**src/rtl/scb_cnt_if.sv**
```systemverilog
// -----------------------------------------------------------------------------
// scb_cnt_if
// Bundles the issue-stage side of the counting register scoreboard.
//   chk_op_ready_val/idx -> chk_op_ready : dependency check ports
//   clr_op_ready_val/idx -> clr_op_ready_ok : issue ports (rd goes pending)
//   set_op_ready_val/idx : writeback ports (one pending write retires)
//   flush, err_clr       : pipeline kill and sticky-error clear
//   busy_any, err_ovf, err_udf : status outputs
// The master modport is the issue logic, the slave modport is the scoreboard.
// -----------------------------------------------------------------------------
interface scb_cnt_if #(
  parameter int IDX_W      = 5,
  parameter int N_CHK_PORT = 3,
  parameter int N_CLR_PORT = 1,
  parameter int N_SET_PORT = 2
);
  logic [N_CHK_PORT-1:0]            chk_op_ready_val;
  logic [N_CHK_PORT-1:0][IDX_W-1:0] chk_op_ready_idx;
  logic [N_CHK_PORT-1:0]            chk_op_ready;
  logic [N_CLR_PORT-1:0]            clr_op_ready_val;
  logic [N_CLR_PORT-1:0][IDX_W-1:0] clr_op_ready_idx;
  logic [N_CLR_PORT-1:0]            clr_op_ready_ok;
  logic [N_SET_PORT-1:0]            set_op_ready_val;
  logic [N_SET_PORT-1:0][IDX_W-1:0] set_op_ready_idx;
  logic                             flush;
  logic                             busy_any;
  logic                             err_ovf;
  logic                             err_udf;
  logic                             err_clr;

  modport master (
    output chk_op_ready_val, chk_op_ready_idx,
    output clr_op_ready_val, clr_op_ready_idx,
    output set_op_ready_val, set_op_ready_idx,
    output flush, err_clr,
    input  chk_op_ready, clr_op_ready_ok, busy_any, err_ovf, err_udf
  );

  modport slave (
    input  chk_op_ready_val, chk_op_ready_idx,
    input  clr_op_ready_val, clr_op_ready_idx,
    input  set_op_ready_val, set_op_ready_idx,
    input  flush, err_clr,
    output chk_op_ready, clr_op_ready_ok, busy_any, err_ovf, err_udf
  );
endinterface

```
**src/rtl/scb_cnt.sv**
```systemverilog
// -----------------------------------------------------------------------------
// scb_cnt
// Counting register scoreboard. Every architectural register keeps a count of
// in-flight writes, so several outstanding writers to one rd are tracked.
// Ports:
//   clk    : clock
//   arst_n : asynchronous active-low reset
//   bus    : scb_cnt_if slave (check, issue, writeback, flush, status)
// -----------------------------------------------------------------------------
module scb_cnt #(
  parameter int N_REG      = 32,
  parameter int IDX_W      = $clog2(N_REG),
  parameter int N_CHK_PORT = 3,
  parameter int N_CLR_PORT = 1,
  parameter int N_SET_PORT = 2,
  parameter int CNT_W      = 2,
  parameter int BYPASS     = 0,
  parameter int R0_ZERO    = 1
) (
  input logic      clk,
  input logic      arst_n,
  scb_cnt_if.slave bus
);
  // Two extra bits keep cnt + inc - dec free of wrap; the top bit is the sign.
  localparam int               SUM_W   = CNT_W + 2;
  localparam logic [SUM_W-1:0] CNT_MAX = SUM_W'((1 << CNT_W) - 1);

  logic [CNT_W-1:0]      r_cnt [N_REG];
  logic                  r_errOvf;
  logic                  r_errUdf;

  logic [SUM_W-1:0]      w_inc [N_REG];
  logic [SUM_W-1:0]      w_dec [N_REG];
  logic [SUM_W-1:0]      w_sum [N_REG];
  logic [CNT_W-1:0]      w_cntNext [N_REG];
  logic                  w_ovfHit;
  logic                  w_udfHit;
  logic [N_CHK_PORT-1:0] w_chkRdy;
  logic [N_CLR_PORT-1:0] w_clrOk;
  logic [SUM_W-1:0]      w_hits;
  logic                  w_busy;

  // Count issue and writeback hits per register. Register 0 never counts when
  // it is hardwired, and indices beyond N_REG simply match no register.
  always_comb begin
    for (int r = 0; r < N_REG; r++) begin
      w_inc[r] = '0;
      w_dec[r] = '0;
      if (!(R0_ZERO != 0 && r == 0)) begin
        for (int p = 0; p < N_CLR_PORT; p++)
          if (bus.clr_op_ready_val[p] && bus.clr_op_ready_idx[p] == IDX_W'(r))
            w_inc[r] = w_inc[r] + SUM_W'(1);
        for (int p = 0; p < N_SET_PORT; p++)
          if (bus.set_op_ready_val[p] && bus.set_op_ready_idx[p] == IDX_W'(r))
            w_dec[r] = w_dec[r] + SUM_W'(1);
      end
    end
  end

  // Next counter values with saturation at both ends. A flush wipes every
  // counter and swallows any error the dropped clr/set would have raised.
  always_comb begin
    w_ovfHit = 1'b0;
    w_udfHit = 1'b0;
    for (int r = 0; r < N_REG; r++) begin
      w_sum[r]     = SUM_W'(r_cnt[r]) + w_inc[r] - w_dec[r];
      w_cntNext[r] = r_cnt[r];
      if (bus.flush) begin
        w_cntNext[r] = '0;
      end else if (w_sum[r][SUM_W-1]) begin
        w_cntNext[r] = '0;
        w_udfHit     = 1'b1;
      end else if (w_sum[r] > CNT_MAX) begin
        w_cntNext[r] = CNT_MAX[CNT_W-1:0];
        w_ovfHit     = 1'b1;
      end else begin
        w_cntNext[r] = w_sum[r][CNT_W-1:0];
      end
    end
  end

  // Dependency check. With bypass, a register whose remaining writes all
  // retire this cycle already counts as ready.
  always_comb begin
    for (int p = 0; p < N_CHK_PORT; p++) begin
      w_chkRdy[p] = 1'b0;
      if (R0_ZERO != 0 && bus.chk_op_ready_idx[p] == '0) begin
        w_chkRdy[p] = bus.chk_op_ready_val[p];
      end else begin
        for (int r = 0; r < N_REG; r++)
          if (bus.chk_op_ready_idx[p] == IDX_W'(r)) begin
            if (r_cnt[r] == '0)
              w_chkRdy[p] = bus.chk_op_ready_val[p];
            else if (BYPASS != 0 && SUM_W'(r_cnt[r]) == w_dec[r])
              w_chkRdy[p] = bus.chk_op_ready_val[p];
          end
      end
    end
  end

  // Issue headroom: port p sees its own hit plus those of lower-numbered ports
  // on the same rd, regardless of valid, so issue logic can gate on it.
  always_comb begin
    w_hits = '0;
    for (int p = 0; p < N_CLR_PORT; p++) begin
      w_clrOk[p] = 1'b1;
      w_hits     = '0;
      if (!(R0_ZERO != 0 && bus.clr_op_ready_idx[p] == '0)) begin
        for (int q = 0; q <= p; q++)
          if (bus.clr_op_ready_idx[q] == bus.clr_op_ready_idx[p])
            w_hits = w_hits + SUM_W'(1);
        for (int r = 0; r < N_REG; r++)
          if (bus.clr_op_ready_idx[p] == IDX_W'(r))
            w_clrOk[p] = (SUM_W'(r_cnt[r]) + w_hits) <= CNT_MAX;
      end
    end
  end

  // Busy summary from the registered counters only.
  always_comb begin
    w_busy = 1'b0;
    for (int r = 0; r < N_REG; r++)
      if (r_cnt[r] != '0)
        w_busy = 1'b1;
  end

  // Counter and sticky error state. err_clr wins over a same-cycle error.
  always_ff @(posedge clk or negedge arst_n) begin
    if (!arst_n) begin
      for (int r = 0; r < N_REG; r++)
        r_cnt[r] <= '0;
      r_errOvf <= 1'b0;
      r_errUdf <= 1'b0;
    end else begin
      for (int r = 0; r < N_REG; r++)
        r_cnt[r] <= w_cntNext[r];
      if (bus.err_clr) begin
        r_errOvf <= 1'b0;
        r_errUdf <= 1'b0;
      end else begin
        if (w_ovfHit)
          r_errOvf <= 1'b1;
        if (w_udfHit)
          r_errUdf <= 1'b1;
      end
    end
  end

  assign bus.chk_op_ready    = w_chkRdy;
  assign bus.clr_op_ready_ok = w_clrOk;
  assign bus.busy_any        = w_busy;
  assign bus.err_ovf         = r_errOvf;
  assign bus.err_udf         = r_errUdf;
endmodule
```
**src/flat_wrapper.sv**
```systemverilog
// flat-port wrapper written by rule: the top's interface ports become plain ports
module scb_cnt_flat 
#(
  parameter int N_REG      = 32,
  parameter int IDX_W      = $clog2(N_REG),
  parameter int N_CHK_PORT = 3,
  parameter int N_CLR_PORT = 1,
  parameter int N_SET_PORT = 2,
  parameter int CNT_W      = 2,
  parameter int BYPASS     = 0,
  parameter int R0_ZERO    = 1
)
  (clk, arst_n, bus_chk_op_ready_val, bus_chk_op_ready_idx, bus_clr_op_ready_val, bus_clr_op_ready_idx, bus_set_op_ready_val, bus_set_op_ready_idx, bus_flush, bus_err_clr, bus_chk_op_ready, bus_clr_op_ready_ok, bus_busy_any, bus_err_ovf, bus_err_udf);
  scb_cnt_if #(.IDX_W(IDX_W), .N_CHK_PORT(N_CHK_PORT), .N_CLR_PORT(N_CLR_PORT), .N_SET_PORT(N_SET_PORT)) bus_i ();
  input logic clk;
  input logic arst_n;
  input wire logic [$bits(bus_i.chk_op_ready_val)-1:0] bus_chk_op_ready_val;
  input wire logic [$bits(bus_i.chk_op_ready_idx)-1:0] bus_chk_op_ready_idx;
  input wire logic [$bits(bus_i.clr_op_ready_val)-1:0] bus_clr_op_ready_val;
  input wire logic [$bits(bus_i.clr_op_ready_idx)-1:0] bus_clr_op_ready_idx;
  input wire logic [$bits(bus_i.set_op_ready_val)-1:0] bus_set_op_ready_val;
  input wire logic [$bits(bus_i.set_op_ready_idx)-1:0] bus_set_op_ready_idx;
  input wire logic [$bits(bus_i.flush)-1:0] bus_flush;
  input wire logic [$bits(bus_i.err_clr)-1:0] bus_err_clr;
  output wire logic [$bits(bus_i.chk_op_ready)-1:0] bus_chk_op_ready;
  output wire logic [$bits(bus_i.clr_op_ready_ok)-1:0] bus_clr_op_ready_ok;
  output wire logic [$bits(bus_i.busy_any)-1:0] bus_busy_any;
  output wire logic [$bits(bus_i.err_ovf)-1:0] bus_err_ovf;
  output wire logic [$bits(bus_i.err_udf)-1:0] bus_err_udf;
  assign bus_i.chk_op_ready_val = bus_chk_op_ready_val;
  assign bus_i.chk_op_ready_idx = bus_chk_op_ready_idx;
  assign bus_i.clr_op_ready_val = bus_clr_op_ready_val;
  assign bus_i.clr_op_ready_idx = bus_clr_op_ready_idx;
  assign bus_i.set_op_ready_val = bus_set_op_ready_val;
  assign bus_i.set_op_ready_idx = bus_set_op_ready_idx;
  assign bus_i.flush = bus_flush;
  assign bus_i.err_clr = bus_err_clr;
  assign bus_chk_op_ready = bus_i.chk_op_ready;
  assign bus_clr_op_ready_ok = bus_i.clr_op_ready_ok;
  assign bus_busy_any = bus_i.busy_any;
  assign bus_err_ovf = bus_i.err_ovf;
  assign bus_err_udf = bus_i.err_udf;
  scb_cnt #(.N_REG(N_REG), .IDX_W(IDX_W), .N_CHK_PORT(N_CHK_PORT), .N_CLR_PORT(N_CLR_PORT), .N_SET_PORT(N_SET_PORT), .CNT_W(CNT_W), .BYPASS(BYPASS), .R0_ZERO(R0_ZERO)) u_core (.clk(clk), .arst_n(arst_n), .bus(bus_i));
endmodule
```
**config.mk**
```make
export PLATFORM = sky130hd
export DESIGN_NAME = scb_cnt_flat
export DESIGN_NICKNAME = d
export VERILOG_FILES = /design/src/rtl/scb_cnt_if.sv /design/src/rtl/scb_cnt.sv /design/src/flat_wrapper.sv
export SDC_FILE = /design/constraint.sdc
export NUM_CORES = 1
export LEC_CHECK = 0
export BUFFER_PORTS_ARGS = -buffer_cell sky130_fd_sc_hd__buf_2
export CORE_ASPECT_RATIO = 2
export CORE_MARGIN = 10
export CORE_UTILIZATION = 55
export CTS_CLUSTER_SIZE = 8
export DETAILED_ROUTE_END_ITERATION = 8
export PLACE_DENSITY = 0.7
export SLEW_MARGIN = 20
export SYNTH_ARGS = -nofsm -noshare
export SYNTH_HDL_FRONTEND = slang
export SYNTH_SLANG_ARGS = --single-unit
```
**constraint.sdc**
```tcl
create_clock -name clk -period 6.6 [get_ports clk]
set_clock_uncertainty 0.15 [all_clocks]
set_input_delay 0.66 -clock clk [delete_from_list [all_inputs] [get_ports clk]]
set_output_delay 0.66 -clock clk [all_outputs]
set_load 0.1 [all_outputs]
```
# Yosys cells after proc, flatten, opt, wreduce, memory -nomap -nowiden

Index checks and enable logic that the tools add are counted.

Register bits: 66
Output and inout bits: 7
Logic and storage cells: 1197
Bits of input ports: 40

Muxes and demuxes: 627
$lt $le $gt $ge: 63
Reduce and logical (&&, ||, !) cells: 163
Eq/ne operators: 186
Add/sub/neg operators: 124

Operator list:

| operator            | number |
|---|---|
| $mux 1              | 500 |
| $eq 5x5->1 const B  | 96 |
| $eq 5x4->1 const B  | 48 |
| $mux 2              | 95 |
| $mux 4              | 32 |
| $add 2x4->4         | 31 |
| $gt 4x2->1 const B  | 31 |
| $le 4x2->1 const B  | 31 |
| $sub 4x4->4         | 31 |
| $eq 5x3->1 const B  | 24 |
| $add 2x1->3         | 31 |
| $logic_and 1x1->1   | 93 |
| $reduce_bool 2->1   | 35 |
| $add 1x1->2 const B | 31 |
| $logic_not 2->1     | 31 |
| $eq 5x2->1 const B  | 12 |
| $eq 5x1->1 const B  | 6 |
| $logic_not 5->1     | 4 |
| $gt 2x2->1 const B  | 1 |

# Logic depth before layout (Yosys ltp)

Gate-level depths: netlist of the first run.

Depth in word-level cells: 102
Mapped depth: 15
Gate-level depth less buffers: 14

# Worst setup path before layout of the first run

Ideal clock, no wire load.

Kind: input port to output port
Start: input port bus_chk_op_ready_idx[8]
End: output port bus_chk_op_ready[1]
Stages on the path: 6
Arrival: 2.977 ns
Setup slack: 2.813 ns
Data required time: 5.790 ns
Path buffers: 2
Cells stage by stage: clkbuf_1 > clkbuf_1 > o31ai_1 > o22ai_1 > a2111oi_0 > o22ai_1

Word-level cells in the longest chain between the ends: 71
Elaborated cells on any way between the ends: 102

RTL lines:

| item              | line               | source |
|---|---|---|
| start, declared   | flat_wrapper.sv:18 | `input wire logic [$bits(bus_i.chk_op_ready_idx)-1:0] bus_chk_op_ready_idx;` |
| $eq 5x1->1        | scb_cnt.sv:91      | `if (bus.chk_op_ready_idx[p] == IDX_W'(r)) begin` |
| $mux 1            | scb_cnt.sv:91      |  |
| $mux 1            | scb_cnt.sv:92      | `if (r_cnt[r] == '0)` |
| $mux 1            | scb_cnt.sv:91      |  |
| $mux 1            | scb_cnt.sv:87      | `if (R0_ZERO != 0 && bus.chk_op_ready_idx[p] == '0) begin` |
| $mux 1            | scb_cnt.sv:92      |  |
| $mux 1            | scb_cnt.sv:91      |  |
| $mux 1            | scb_cnt.sv:92      |  |
| [... 55 more ...] | n/a                |  |
| $mux 1            | scb_cnt.sv:91      |  |
| $mux 1            | scb_cnt.sv:92      |  |
| $mux 1            | scb_cnt.sv:91      |  |
| $mux 1            | scb_cnt.sv:92      |  |
| $mux 1            | scb_cnt.sv:91      |  |
| $mux 1            | scb_cnt.sv:92      |  |
| $mux 1            | scb_cnt.sv:91      |  |
| $mux 1 (*)        | scb_cnt.sv:87      |  |
| end, declared     | flat_wrapper.sv:25 | `output wire logic [$bits(bus_i.chk_op_ready)-1:0] bus_chk_op_ready;` |

Mark *: on every way between the ends. The rest lies on a longest branch, timed or not. The select of a mux whose other input is x is not followed.

# Final worst setup path of the first run

Start: input port bus_clr_op_ready_idx[0]
End: register u_core.r_errUdf, in the netlist u_core.bus.err_udf

Word-level cells in the longest chain between the ends: 68
Elaborated cells on any way between the ends: 218

RTL lines:

| item                            | line               | source |
|---|---|---|
| start, declared                 | flat_wrapper.sv:20 | `input wire logic [$bits(bus_i.clr_op_ready_idx)-1:0] bus_clr_op_ready_idx;` |
| $eq 5x1->1                      | scb_cnt.sv:51      | `if (bus.clr_op_ready_val[p] && bus.clr_op_ready_idx[p] == IDX_W'(r))` |
| $logic_and 1x1->1               | scb_cnt.sv:51      |  |
| $mux 1                          | scb_cnt.sv:51      |  |
| $add 2x1->3                     | scb_cnt.sv:66      | `w_sum[r] = SUM_W'(r_cnt[r]) + w_inc[r] - w_dec[r];` |
| $sub 4x4->4                     | scb_cnt.sv:66      |  |
| $mux 1                          | scb_cnt.sv:70      | `end else if (w_sum[r][SUM_W-1]) begin` |
| $mux 1                          | scb_cnt.sv:68      | `if (bus.flush) begin` |
| $mux 1                          | scb_cnt.sv:70      |  |
| [... 52 more ...]               | n/a                |  |
| $mux 1                          | scb_cnt.sv:68      |  |
| $mux 1                          | scb_cnt.sv:70      |  |
| $mux 1                          | scb_cnt.sv:68      |  |
| $mux 1                          | scb_cnt.sv:70      |  |
| $mux 1                          | scb_cnt.sv:68      |  |
| $mux 1                          | scb_cnt.sv:70      |  |
| $mux 1 (*)                      | scb_cnt.sv:68      |  |
| $reduce_bool 2->1 (no line) (*) | n/a                |  |
| end signal, assigned            | scb_cnt.sv:133     | `r_errUdf <= 1'b0;` |
| end signal, assigned            | scb_cnt.sv:139     | `r_errUdf <= 1'b0;` |
| end signal, assigned            | scb_cnt.sv:144     | `r_errUdf <= 1'b1;` |
| end, declared                   | scb_cnt.sv:30      | `logic r_errUdf;` |

Mark *: on every way between the ends. The rest lies on a longest branch, timed or not.
A chain may end at the register's enable or synchronous reset.

==> results.json, run 1 <==
{
  "status": "finished, final reports clean",
  "cp_slowest_cell": "o31ai_1",
  "wl_um": 35000,
  "core_um2": 16400,
  "timing.slew.headroom": 0.301,
  "ioPinCount": 47,
  "rsz0062_at_grt": "no",
  "end_kind": "register",
  "finalSetupTns_ps": 0,
  "synth_edf_count": 0,
  "cts.sinks": 65,
  "p_leak_nw": 4.23,
  "ctsHoldBuffers": 0,
  "ys_types": 70,
  "drt-pass1-iter-count": 6,
  "drv_slew": 0,
  "final_nets": 1378,
  "start_util": 0.561,
  "grt_max_degree": 66,
  "rows": 66,
  "cpPeakStageDelay_ps": 880,
  "p_clk_frac": 0.352,
  "place.gp.congestion": 1.05,
  "h-tree-depth": 3,
  "max_slew.worst_pin.slew_ps": 1040,
  "first_global_vias": 9275,
  "multi_input_area_um2": 6860,
  "cpLargestDelayFamily": "simple AND/OR/NAND/NOR gates",
  "seq_area_frac_synth": 0.177,
  "min_path_type": "primary input to asynchronous set/reset pin",
  "yosysWarnings": 0,
  "finalNonFillerCells": 1361,
  "grt_pass1_wl_um": 53300,
  "cts-root-buf": "clkbuf_16",
  "synth_top_family_by_area": "adder cells",
  "syn_area_um2": 9170,
  "start_kind": "primary input",
  "reg2reg_to": "u_core.bus.err_udf$_DFFE_PN0P_",
  "muxShareOfSynthArea": 0.00983,
  "overflow": 0,
  "synthToLayoutAreaGrowth_pct": 6.73,
  "wire_per_inst_um": 25.7,
  "synth_top_flop_cell": "dfrtp_1",
  "period_minus_slack_ps": 4150,
  "crit_chain": "buf_2, nand3_1, nor2_1, ha_1, inv_1, fa_1, o31ai_1, nand4_1, nor4_1, a41oi_1, nor2_1, nor2_1",
  "nFillCells": 1595,
  "worst_r2r_path_depth": 9,
  "r2r_slack_ps": 3270,
  "max_cap_viol_count": 0,
  "clk_pin_slew_ps": 60,
  "cts_tree": "built",
  "cts_buffers": 9,
  "cpMostUsedCell": "nor2_1",
  "die_h_um": 203,
  "wl_met2_um": 17400,
  "critPathMaxFanout": 32,
  "post-cts-setup-buffer-count": 0,
  "switching_share": 0.389,
  "synth_seq_cells": 65,
  "m1WireLength_um": 11500,
  "synthArstFlopShare": 1.00,
  "cp.depth": 12,
  "wl_met3_um": 2510,
  "die_w_um": 111,
  "synthAdderAreaFrac": 0.305,
  "synthXorXnorAreaFrac": 0.0296,
  "setup-violations-final": 0,
  "drc": 0,
  "post-route-period-util": 0.629,
  "synth_cells": 1129,
  "placed_cells": 1345,
  "rr_startpoint": "u_core.r_cnt[12]$_DFF_PN0_",
  "powerDensity_nw_per_um2": 140,
  "vias_per_cell": 6.69,
  "crit_buf_inv": 2,
  "dr.max_layer_used": "met4",
  "hpwl_um": 28200,
  "drtIter0Drc": 795,
  "pwr-share-seq": 0.337,
  "yosys.area_share.simple": 0.226,
  "p_int_mw": 0.840,
  "port_buffers": 46,
  "hold_viol": 0,
  "worstSetupPathType": "primary input to register",
  "crit_start": "bus_clr_op_ready_idx[0]",
  "clk_path_buf_depth": 2,
  "pwr-share-comb": 0.312,
  "ctsResizeCount": 0,
  "final-seq-area_um2": 1630,
  "drive_above_1_share": 0.0649,
  "ant_nets": 0,
  "syn_avg_cell_area_um2": 8.12,
  "crit_end": "u_core.bus.err_udf$_DFFE_PN0P_",
  "fmax_mhz": 241,
  "synth_nets": 1355,
  "ir_drop_mv": 0.144,
  "dieArea_um2": 22500,
  "power.switching_mw": 0.535,
  "grtUsageTotal": 0.308,
  "antenna_found_initial": 1,
  "critPathRequiredTime_ps": 6710,
  "insertion_delay_ps": 360,
  "arrival_ps": 4260,
  "synth_compound_area_frac": 0.178,
  "vias": 9111
}
-- metal layers --
metal	GRT usage	up-vias
li1	-	4040
met1	0.315	4354
met2	0.522	528
met3	0.0487	189
met4	0.284	0
met5	0	-
-- cells in the final DEF (no fill, tap or decap), types with 29 or more instances in the layout --
master and count:
nor2_1 164, inv_1 138, ha_1 124, a21oi_1 94
dfrtp_1 65, fa_1 62, buf_2 46, o21ai_0 44
nand2b_1 41, nand2_1 37, o31ai_1 35, nand3b_1 32
xnor2_1 30, nand3_1 29
-- cells in the mapped netlist, drive strengths merged, types with 2 or more instances --
| library cell | number | share of area |
|---|---|---|
| a211oi | 10 | 0.0087 |
| o31ai | 35 | 0.029 |
| nor3b | 4 | 0.0033 |
| dfrtp | 65 | 0.18 |
| nor2b | 12 | 0.0082 |
| a2111oi | 4 | 0.0066 |
| or2 | 4 | 0.0027 |
| ha | 124 | 0.17 |
| and3b | 2 | 0.0019 |
| inv | 140 | 0.057 |
| a21oi | 94 | 0.051 |
| nand4 | 26 | 0.018 |
| o311a | 2 | 0.0022 |
| clkbuf | 15 | 0.0061 |
| mux2 | 4 | 0.0049 |
| a22oi | 10 | 0.0082 |
| xnor2 | 30 | 0.029 |
| o221ai | 2 | 0.0019 |
| and3 | 5 | 0.0034 |
| o211ai | 2 | 0.0016 |
| a221oi | 5 | 0.0055 |
| o32a | 2 | 0.0022 |
| nand2 | 37 | 0.015 |
| nor4 | 18 | 0.012 |
| mux4 | 2 | 0.0049 |
| a311oi | 4 | 0.0038 |
| o22ai | 7 | 0.0048 |
| fa | 62 | 0.14 |
| or3b | 2 | 0.0019 |
| buf | 20 | 0.011 |
| a32oi | 2 | 0.0019 |
| and4 | 2 | 0.0019 |
| nand2b | 41 | 0.028 |
| nor3 | 25 | 0.014 |
| nand3 | 29 | 0.016 |
| o311ai | 3 | 0.0029 |
| nand4b | 2 | 0.0019 |
| a31oi | 14 | 0.0096 |
| o21ai | 47 | 0.026 |
| nor2 | 164 | 0.067 |
| nand3b | 32 | 0.026 |
-- power by group through the flow --
stage	clock [mW]	sequential, mW	combinational [mW]
2_1_floorplan	0	0.458	0.277
3_3_place_gp	0	0.467	0.409
3_5_place_dp	0	0.467	0.414
4_1_cts	0.478	0.460	0.417
5_1_grt	0.491	0.463	0.466
6_report	0.483	0.463	0.428
-- logic make-up after synthesis --
group / count (synthesis)
flops: 65
simple gates: 410
buf+inv: 175
fa+ha+maj: 186
xor+xnor: 31
compound gates: 256
mux: 6
-- metrics by stage --
stage | hold slack, ps | instance area [µm²] | util | setup slack, ps | total power [mW]
floorplan | 214 | 9170 | - | 2810 | 0.735
global placement | 378 | 9500 | 0.581 | 2300 | 0.876
detailed placement | 354 | 9500 | 0.581 | 2260 | 0.880
CTS | 357 | 9780 | 0.598 | 2630 | 1.35
global route | 369 | 9790 | 0.598 | 2340 | 1.42
finish | 350 | 9790 | 0.598 | 2450 | 1.37
-- how the worst min path moves through the flow --
stage,endpoint,from
4_1_cts,u_core.bus.err_udf$_DFFE_PN0P_,bus_err_clr
5_1_grt,u_core.bus.err_udf$_DFFE_PN0P_,bus_err_clr
3_3_place_gp,u_core.bus.err_udf$_DFFE_PN0P_,u_core.bus.err_udf$_DFFE_PN0P_
6_report,u_core.r_cnt[36]$_DFF_PN0_,arst_n
2_1_floorplan,u_core.bus.err_ovf$_DFFE_PN0P_,arst_n
3_5_place_dp,u_core.bus.err_udf$_DFFE_PN0P_,u_core.bus.err_udf$_DFFE_PN0P_
-- final cells by class --
class                   count  share of cell area
clock inverters             2             0.00128
clock buffers              13              0.0276
well taps                 204              0.0261
repair buffers             47              0.0243
flip-flops and latches     65               0.166
multi-input cells         889               0.701
inverters                 140              0.0537
diodes                      1            0.000256
-- sequential cells by signal (all words and copies together), names as in the netlist --
register / flops
u_core.r_cnt: 63
u_core.bus.err_ovf: 1
u_core.bus.err_udf: 1
Power figures use the tool's default switching activity.
==> run 2, diff against run 1 <==
==> constraint.sdc (replaced) <==
create_clock -name clk -period 4.32 [get_ports clk]
set_clock_uncertainty 0.15 [all_clocks]
set_input_delay 0.432 -clock clk [delete_from_list [all_inputs] [get_ports clk]]
set_output_delay 0.432 -clock clk [all_outputs]
set_load 0.1 [all_outputs]
==> run 2 against run 1 <==
Non-clock buffer count rose by 20. Setup slack got worse by 1900 ps. Worst hold slack got worse by 230 ps. Clock power rose by 78%. Critical path depth rose by 3. Sequential power rose by 52%. Via count rose by 0.75%. Sequential cell count did not move. Core utilization rose by 1.2 points. Critical path type unchanged. Largest power group unchanged.
==> results.json, run 2 (synthesis gave the netlist of run 1 again) <==
{
  "nFillCells": 1533,
  "clk_pin_slew_ps": 60,
  "worstSetupPathType": "primary input to register",
  "insertion_delay_ps": 350,
  "finalNonFillerCells": 1380,
  "antenna_found_initial": 0,
  "status": "finished, final reports clean",
  "cts.sinks": 65,
  "p_leak_nw": 4.34,
  "regMostFlops": "u_core.r_cnt",
  "dpl_cell_area_um2": 9640,
  "vias": 9179,
  "pwr-share-comb": 0.304,
  "vias_per_cell": 6.65,
  "grt_pass1_wl_um": 56600,
  "setup_ws_ps": 568,
  "cpPeakStageDelay_ps": 480,
  "p_int_mw": 1.42,
  "critPathMaxFanout": 11,
  "cp_slowest_cell": "fa_1",
  "hpwl_um": 29900,
  "hold_viol": 0,
  "powerDensity_nw_per_um2": 225,
  "timing.hold.ws_ps": 123,
  "diodes": 0,
  "layout_commonest_cell": "nor2_1",
  "dieArea_um2": 22500,
  "largest_register_ffs": 63,
  "drv_slew": 0,
  "post-cts-setup-buffer-count": 0,
  "post-route-period-util": 0.869,
  "final_cell_mix": "nor2_1 (164), inv_1 (138), ha_1 (124)",
  "placed_cells": 1364,
  "rows": 66,
  "max_slew.worst_pin.slew_ps": 813,
  "core_um2": 16400,
  "place.gp.congestion": 1.11,
  "ir_drop_mv": 0.265,
  "arrival_ps": 3850,
  "fmax_mhz": 267,
  "port_buffers": 46,
  "cts_tree": "built",
  "finalSetupTns_ps": 0,
  "drt-pass1-iter-count": 5,
  "rsz0062_at_grt": "no",
  "power.switching_mw": 0.826,
  "setup-violations-final": 0,
  "switching_share": 0.367,
  "period_minus_slack_ps": 3750,
  "ioPinCount": 47,
  "end_kind": "register",
  "timing.slew.headroom": 0.453,
  "h-tree-depth": 3,
  "critPathRequiredTime_ps": 4420,
  "die_h_um": 203,
  "wl_um": 36900,
  "clk_path_buf_depth": 2,
  "drive_above_1_share": 0.0799,
  "die_w_um": 111,
  "drtIter0Drc": 755,
  "start_kind": "primary input",
  "overflow": 0,
  "final_nets": 1398,
  "cpMostUsedCell": "nor2_1",
  "final_area_um2": 9990,
  "pwr-share-seq": 0.314,
  "max_cap_viol_count": 0,
  "grt_max_degree": 54,
  "crit_chain": "buf_2, inv_1, nor2_1, nand2_1, nor3_1, ha_1, ha_1, inv_1, fa_1, nor2_1, a22oi_1, nand4_1, nor2_1, and4_1, a221oi_1",
  "cts-root-buf": "clkbuf_16",
  "grtUsageTotal": 0.328,
  "first_global_vias": 9564,
  "min_path_type": "primary input to register",
  "wire_per_inst_um": 26.7,
  "place_ws_ps": 238,
  "ant_nets": 0,
  "cts_buffers": 9,
  "p_clk_frac": 0.382,
  "synthToLayoutAreaGrowth_pct": 8.92,
  "start_util": 0.561,
  "drc": 0
}
## run 2: cell count changes in the layout (fill, tap and decap cells not counted)
| cell | before | now |
|---|---|---|
| buf_4 | 1 | 20 |
| dlygate4sd3_1 | 0 | 1 |
| diode_2 | 1 | 0 |
| clkbuf_8 | 3 | 0 |
| clkinv_2 | 1 | 0 |
| clkinvlp_4 | 1 | 2 |
| bufinv_16 | 0 | 3 |
## run 2: area by class of cell
type	count	area, µm²	area share
clock buffers	10	229	0.0229
clock inverters	5	105	0.0105
inverters	140	526	0.0526
multi-input cells	889	6860	0.686
flip-flops and latches	65	1630	0.163
well taps	204	255	0.0256
repair buffers	67	390	0.0391
## run 2: through the flow
stage,util,power (mW)
5_1_grt,0.611,2.33
6_report,0.611,2.25
3_3_place_gp,0.590,1.37
4_1_cts,0.611,2.23
2_1_floorplan,-,1.12
3_5_place_dp,0.590,1.37
## run 2: worst max-delay path: cells and delay by family
kind / cells / cell delay (ps)
compound gates: 2 / 450
buf+inv: 3 / 410
fa+ha+maj: 3 / 860
simple gates: 7 / 1710
## run 2: worst paths after layout
kind                                         startpoint                             end  slack (ps)  cells past startpoint
hold reg to reg            u_core.r_cnt[62]$_DFFE_PN0P_    u_core.r_cnt[62]$_DFFE_PN0P_         400                      1
setup reg to reg             u_core.r_cnt[60]$_DFF_PN0_  u_core.bus.err_ovf$_DFFE_PN0P_        1270                     11
hold / removal                              bus_err_clr  u_core.bus.err_udf$_DFFE_PN0P_         120                      2
max in group asynchronous                        arst_n       u_core.r_cnt[0]$_DFF_PN0_        2600                      3
setup / recovery                bus_clr_op_ready_idx[1]  u_core.bus.err_ovf$_DFFE_PN0P_         570                     15
min in group asynchronous                        arst_n      u_core.r_cnt[34]$_DFF_PN0_         340                      2
## run 2: power by group through the flow
stage                     Sequential [mW]  Combinational (mW)  Clock (mW)
after floorplan                     0.700               0.423           0
after global placement              0.711               0.656           0
after detailed placement            0.712               0.659           0
after CTS                           0.701               0.664       0.865
after global routing                0.707               0.743       0.883
final                               0.706               0.684       0.860
## run 2: per-layer routing
metal,vias up,share of wire,GRT usage
li1,4079,-,-
met1,4414,0.33,0.322
met2,480,0.49,0.554
met3,206,0.069,0.0670
met4,0,0.12,0.325
met5,-,0,0
## run 2: repair_timing
action                                 CTS  global route
hold buffers                             1             0
resized for setup                        0             0
endpoints found under the hold margin   12             0
